## src/rtl/operand_entry_fsm.sv

```systemverilog
// Keypad operand/operator entry: assembles two decimal operands and an operator for the ALU.
// Build option KBD_LEADING_ZERO_SUPPRESS_EN: drop leading zeros and accept empty buffer as 0.
module operand_entry_fsm #(
  parameter int NUM_DIGITS = 3,
  parameter int OPW        = 10,
  localparam int CW        = $clog2(NUM_DIGITS + 1)
) (
  input  logic                    clk,
  input  logic                    rst_n,
  input  logic                    code_valid,
  input  logic [3:0]              binary_in,
  input  logic                    enter_in,
  output logic [OPW-1:0]          operand_a,
  output logic [OPW-1:0]          operand_b,
  output logic [1:0]              op_code,
  output logic                    result_valid,
  output logic [4*NUM_DIGITS-1:0] disp_bcd,
  output logic [CW-1:0]           disp_count,
  output logic [1:0]              entry_state
);

  // state   | meaning
  // ENTER_A | collecting first operand, operator key captures it
  // ENTER_B | collecting second operand, enter captures it
  // DONE    | result presented, next digit/backspace starts over

  typedef enum logic [1:0] {
    ENTER_A = 2'b00,
    ENTER_B = 2'b01,
    DONE    = 2'b10
  } state_t;

`ifdef KBD_LEADING_ZERO_SUPPRESS_EN
  localparam bit LZS = 1'b1;
`else
  localparam bit LZS = 1'b0;
`endif

  state_t                  state_q, state_d;
  logic [OPW-1:0]          operand_a_q, operand_a_d;
  logic [OPW-1:0]          operand_b_q, operand_b_d;
  logic [1:0]              op_code_q, op_code_d;
  logic                    result_valid_q, result_valid_d;
  logic [4*NUM_DIGITS-1:0] disp_bcd_q, disp_bcd_d;
  logic [CW-1:0]           disp_count_q, disp_count_d;

  logic [OPW-1:0] conv;
  logic           is_digit, is_op, is_bs;
  logic           buf_empty, buf_full, digit_ok, cap_ok;

  // Horner form of sum(digit_i * 10^i); truncation mod 2^OPW is preserved.
  always_comb begin
    conv = '0;
    for (int i = NUM_DIGITS - 1; i >= 0; i--) begin
      conv = OPW'(conv * OPW'(10)) + OPW'(disp_bcd_q[i*4 +: 4]);
    end
  end

  always_comb begin
    is_digit  = (binary_in <= 4'd9);
    is_op     = (binary_in >= 4'hA) && (binary_in <= 4'hD);
    is_bs     = (binary_in == 4'hE);
    buf_empty = (disp_count_q == '0);
    buf_full  = (disp_count_q >= CW'(NUM_DIGITS));
    digit_ok  = !buf_full && !(LZS && buf_empty && (binary_in == 4'd0));
    cap_ok    = !buf_empty || LZS;
  end

  always_comb begin
    state_d        = state_q;
    operand_a_d    = operand_a_q;
    operand_b_d    = operand_b_q;
    op_code_d      = op_code_q;
    result_valid_d = 1'b0;
    disp_bcd_d     = disp_bcd_q;
    disp_count_d   = disp_count_q;

    if (code_valid) begin
      if (enter_in) begin
        if (state_q == ENTER_B && cap_ok) begin
          operand_b_d    = conv;
          result_valid_d = 1'b1;
          disp_bcd_d     = '0;
          disp_count_d   = '0;
          state_d        = DONE;
        end
      end else begin
        unique case (state_q)
          ENTER_A, ENTER_B: begin
            if (is_digit && digit_ok) begin
              disp_bcd_d   = {disp_bcd_q[4*NUM_DIGITS-5:0], binary_in};
              disp_count_d = disp_count_q + CW'(1);
            end else if (is_bs && !buf_empty) begin
              disp_bcd_d   = disp_bcd_q >> 4;
              disp_count_d = disp_count_q - CW'(1);
            end else if (is_bs && state_q == ENTER_B) begin
              state_d = ENTER_A;
            end else if (is_op && state_q == ENTER_A && cap_ok) begin
              operand_a_d  = conv;
              op_code_d    = 2'(binary_in - 4'hA);
              disp_bcd_d   = '0;
              disp_count_d = '0;
              state_d      = ENTER_B;
            end else if (is_op && state_q == ENTER_B && buf_empty) begin
              op_code_d = 2'(binary_in - 4'hA);
            end
          end
          DONE: begin
            // Buffer is already empty here, so a fresh digit lands as the sole digit.
            if (is_digit) begin
              state_d = ENTER_A;
              if (digit_ok) begin
                disp_bcd_d   = {{(4*NUM_DIGITS-4){1'b0}}, binary_in};
                disp_count_d = CW'(1);
              end
            end else if (is_bs) begin
              state_d      = ENTER_A;
              disp_bcd_d   = '0;
              disp_count_d = '0;
            end
          end
          default: state_d = ENTER_A;
        endcase
      end
    end
  end

  always_ff @(posedge clk or negedge rst_n) begin
    if (!rst_n) begin
      state_q        <= ENTER_A;
      operand_a_q    <= '0;
      operand_b_q    <= '0;
      op_code_q      <= 2'b00;
      result_valid_q <= 1'b0;
      disp_bcd_q     <= '0;
      disp_count_q   <= '0;
    end else begin
      state_q        <= state_d;
      operand_a_q    <= operand_a_d;
      operand_b_q    <= operand_b_d;
      op_code_q      <= op_code_d;
      result_valid_q <= result_valid_d;
      disp_bcd_q     <= disp_bcd_d;
      disp_count_q   <= disp_count_d;
    end
  end

  assign operand_a    = operand_a_q;
  assign operand_b    = operand_b_q;
  assign op_code      = op_code_q;
  assign result_valid = result_valid_q;
  assign disp_bcd     = disp_bcd_q;
  assign disp_count   = disp_count_q;
  assign entry_state  = state_q;

endmodule
```

## config.mk

```make
export PLATFORM = sky130hd
export DESIGN_NAME = operand_entry_fsm
export DESIGN_NICKNAME = d
export VERILOG_FILES = /design/src/rtl/operand_entry_fsm.sv
export SDC_FILE = /design/constraint.sdc
export NUM_CORES = 1
export LEC_CHECK = 0
export CAP_MARGIN = 0
export CORE_MARGIN = 2
export CORE_UTILIZATION = 52
export DETAILED_ROUTE_END_ITERATION = 12
export HOLD_SLACK_MARGIN = 0.06
export PLACE_DENSITY = 0.79
export SETUP_SLACK_MARGIN = 0.5
export SLEW_MARGIN = 10
export SYNTH_ARGS = -nofsm -noshare
export SYNTH_HDL_FRONTEND = slang
export SYNTH_SLANG_ARGS = --single-unit
```

## constraint.sdc

```tcl
create_clock -name clk -period 6.4 [get_ports clk]
set_input_delay 1.6 -clock clk [delete_from_list [all_inputs] [get_ports clk]]
set_output_delay 1.6 -clock clk [all_outputs]
set_load 0.02 [all_outputs]
```

==> results.py <==
metrics = {
    "run_status": {
        "status": "finished clean",
    },
    "critical_path": {
        "r2r_slack_ps": 2580,
        "ff2ff_path_depth": 14,
        "crit_path_end_kind": "flop",
        "max_stage_delay_ps": 800,
        "startpoint_type": "input pin",
        "regToRegStartpoint": "disp_bcd[9]",
        "cp.required_ps": 6580,
        "critPathArrivalTime_ps": 4360,
        "timing.rr.end": "operand_b[9]",
        "path_class": "in2reg",
        "cp_slowest_cell": "a221oi_4",
        "path_max_fanout": 14,
        "timing.critical_path.cells": "clkdlybuf4s50_1, o21ai_2, nor2b_4, or2_1, o31ai_4, a221oi_4, mux2_2",
    },
    "pwr": {
        "p_leak_nw": 1.59,
        "report.power.total_mw": 0.863,
        "p_per_area_mw_per_mm2": 266,
        "vdd_drop_max_uv": 203,
    },
    "synth": {
        "ys_ff_latch": 39,
        "synth_simple_gate_area_share_pct": 12.2,
        "synth.distinct_cells": 45,
        "syn_nets": 272,
        "synth_area_leaders": "dfrtp_1, ha_1, mux2_2",
        "synth_top_area_share_pct": 36.7,
        "ys_seq_area_share_pct": 36.7,
        "synth_compound_area_share_pct": 8.86,
        "synth_fa_ha_area_share_pct": 14.3,
        "synth_xor_xnor_area_share_pct": 7.11,
        "ys.flop_type": "dfrtp_1",
        "avgSynthCellArea_um2": 11.3,
        "synth_edf_count": 0,
        "synthMuxAreaShare_pct": 16.5,
        "syn-instance-count": 236,
        "syn_area_mm2": 0.00266,
        "synth_top_family_by_area": "multiplexers",
        "async_flop_share_pct": 100,
        "synth_area_leader_cell": "dfrtp_1",
        "yosysWarnings": 0,
    },
    "clocking": {
        "htreeDepth": 2,
        "clock-sinks": 39,
        "cts_buffers": 5,
        "cts_max_path_buffers": 2,
        "cts_tree": "yes",
        "insertion_delay_ps": 300,
        "cts-root-buf": "clkbuf_8",
        "cts_resized": 0,
        "cts_hold_buf": 0,
        "postCtsSetupBuffers": 0,
        "cts.reportedPaths.clkPinSlew_ps": 80,
    },
    "global_routing": {
        "grt_pass1_wl_um": 8780,
        "grt_util_all_layers_pct": 20.4,
        "grt_overflow": 0,
        "grt_max_degree": 40,
        "grt_pass1_vias": 1827,
        "antenna_found_initial": 0,
    },
    "layout": {
        "layout.nets": 315,
        "drive_gt1_share_pct": 16.8,
        "fill_cells": 406,
        "syn_to_final_growth_pct": 22.2,
        "antenna_cells": 0,
    },
    "sta": {
        "setup_violations": 0,
        "skew_ps": 12.6,
        "setup_slack_ps": 2220,
        "drv_slew": 0,
        "rsz0062_at_grt": "no",
        "tns_ps": 0,
        "post-route-period-util_pct": 65.4,
        "fin_crit_ps": 4180,
        "hold_viol_final": 0,
        "worst_pin_slew_ps": 928,
        "fmax_mhz": 239,
        "slew_headroom_pct": 38.1,
    },
    "detailed_routing": {
        "antenna_left": 0,
        "wl_per_cell_um": 14.9,
        "vias": 1888,
        "wl_um": 5220,
        "first_pass_iters": 4,
        "drt_iter0_markers": 80,
        "via_per_inst": 5.39,
        "drc": 0,
    },
    "floorplan": {
        "dieArea_mm2": 0.00570,
        "row_count": 26,
        "die_h_um": 75.5,
        "ioPinCount": 47,
        "coreArea_mm2": 0.00501,
        "die_x_um": 75.5,
        "start_util_pct": 53.0,
    },
    "place": {
        "port_buffers": 46,
        "dpl_worst_slack_ps": 1960,
        "hpwl_um": 3920,
        "place_congestion": 0.952,
    },
    "min_path": {
        "worstHoldStart": "operand_b[7]",
        "hp-class": "reg2reg",
        "whs_endpoint": "operand_b[7]",
        "worstHoldPathCells": 1,
    },
    "run": {
        "drv_cap": 0,
    },
}
registers in the layout, summed over array words and instances (netlist names):
name          flops
disp_bcd         12
disp_count        2
entry_state       2
op_code           2
operand_a        10
operand_b        10
result_valid      1
synth_stat cells, types with 2 or more instances:
cell and number:
dfrtp_1 39, ha_1 24, mux2_2 23, nand2_1 16, nor2_1 16, inv_1 12, a21oi_1 11, xor2_1 10
mux2i_1 9, xnor2_1 9, a21o_1 6, mux2_4 6, nand3_1 6, fa_1 4, and3_1 3, buf_6 3
clkbuf_1 3, nor3b_1 3, o21ai_0 3, a22oi_1 2, a32oi_1 2, buf_2 2, nand2b_1 2
area by class of cell:
| class | instances | area, um^2 | area share, % |
|---|---|---|---|
| Multi-Input combinational cell | 175 | 1570 | 48.3 |
| Inverter | 12 | 45.0 | 1.39 |
| Sequential cell | 39 | 976 | 30.1 |
| Clock inverter | 3 | 43.8 | 1.35 |
| Tap cell | 70 | 87.6 | 2.70 |
| Clock buffer | 5 | 68.8 | 2.12 |
| Timing Repair Buffer | 46 | 455 | 14.0 |
cells in the final DEF (no fill, tap or decap), types with 2 or more instances in the layout:
master           instances
a21o_1                   6
a21oi_1                 11
a22oi_1                  2
a32oi_1                  2
and3_1                   3
clkbuf_8                 5
clkdlybuf4s50_1         45
dfrtp_1                 39
fa_1                     4
ha_1                    24
inv_1                   12
mux2_2                  23
mux2_4                   6
mux2i_1                  9
nand2_1                 16
nand2b_1                 2
nand3_1                  6
nor2_1                  16
nor3b_1                  3
o21ai_0                  3
xnor2_1                  9
xor2_1                  10
per-stage QoR:
step	util [%]	hold slack [ps]	cell area, um^2	cells
6_report	64.8	510	3250	350
5_1_grt	64.8	531	3250	350
4_1_cts	64.8	514	3250	350
3_5_place_dp	62.5	495	3130	342
3_3_place_gp	62.5	490	3130	342
2_1_floorplan	-	538	2660	236
layer usage:
metal | routed length [um] | track usage [%]
met1 | 2530 | 29.1
met4 | 66 | 6.63
met5 | 0 | 0
met2 | 2260 | 29.9
met3 | 358 | 5.95
worst max-delay path: cells and delay by family:
family,cells,cell delay [ps]
buffers and inverters,1,530
AOI/OAI and AO/OA,3,1180
muxes,1,410
and+or+nand+nor,2,640
report_power, final:
group,internal (mW),switching [mW],leakage (nW)
clock network,0.116,0.0892,0.0581
registers,0.288,0.0401,0.529
logic,0.161,0.169,1.01
cells by family (layout without fill, tap and decap cells):
logic type	count (synthesis)	in the layout
mux	38	38
buf+inv	22	66
simple gates	58	58
xor+xnor	20	20
flops	39	39
fa+ha+maj	28	28
compound gates	31	31
worst max path at each step:
stage,start,end,slack (ps),depth (start not counted)
after floorplan,disp_bcd[9],operand_a[9],2790,12
after global placement,binary_in[1],disp_bcd[3],2020,7
after detailed placement,binary_in[1],disp_bcd[3],1960,7
after CTS,binary_in[1],disp_bcd[1],2260,7
after global routing,binary_in[1],disp_bcd[0],2090,7
final,binary_in[1],disp_bcd[1],2220,7
No activity file was read; power rests on OpenSTA's default activity.
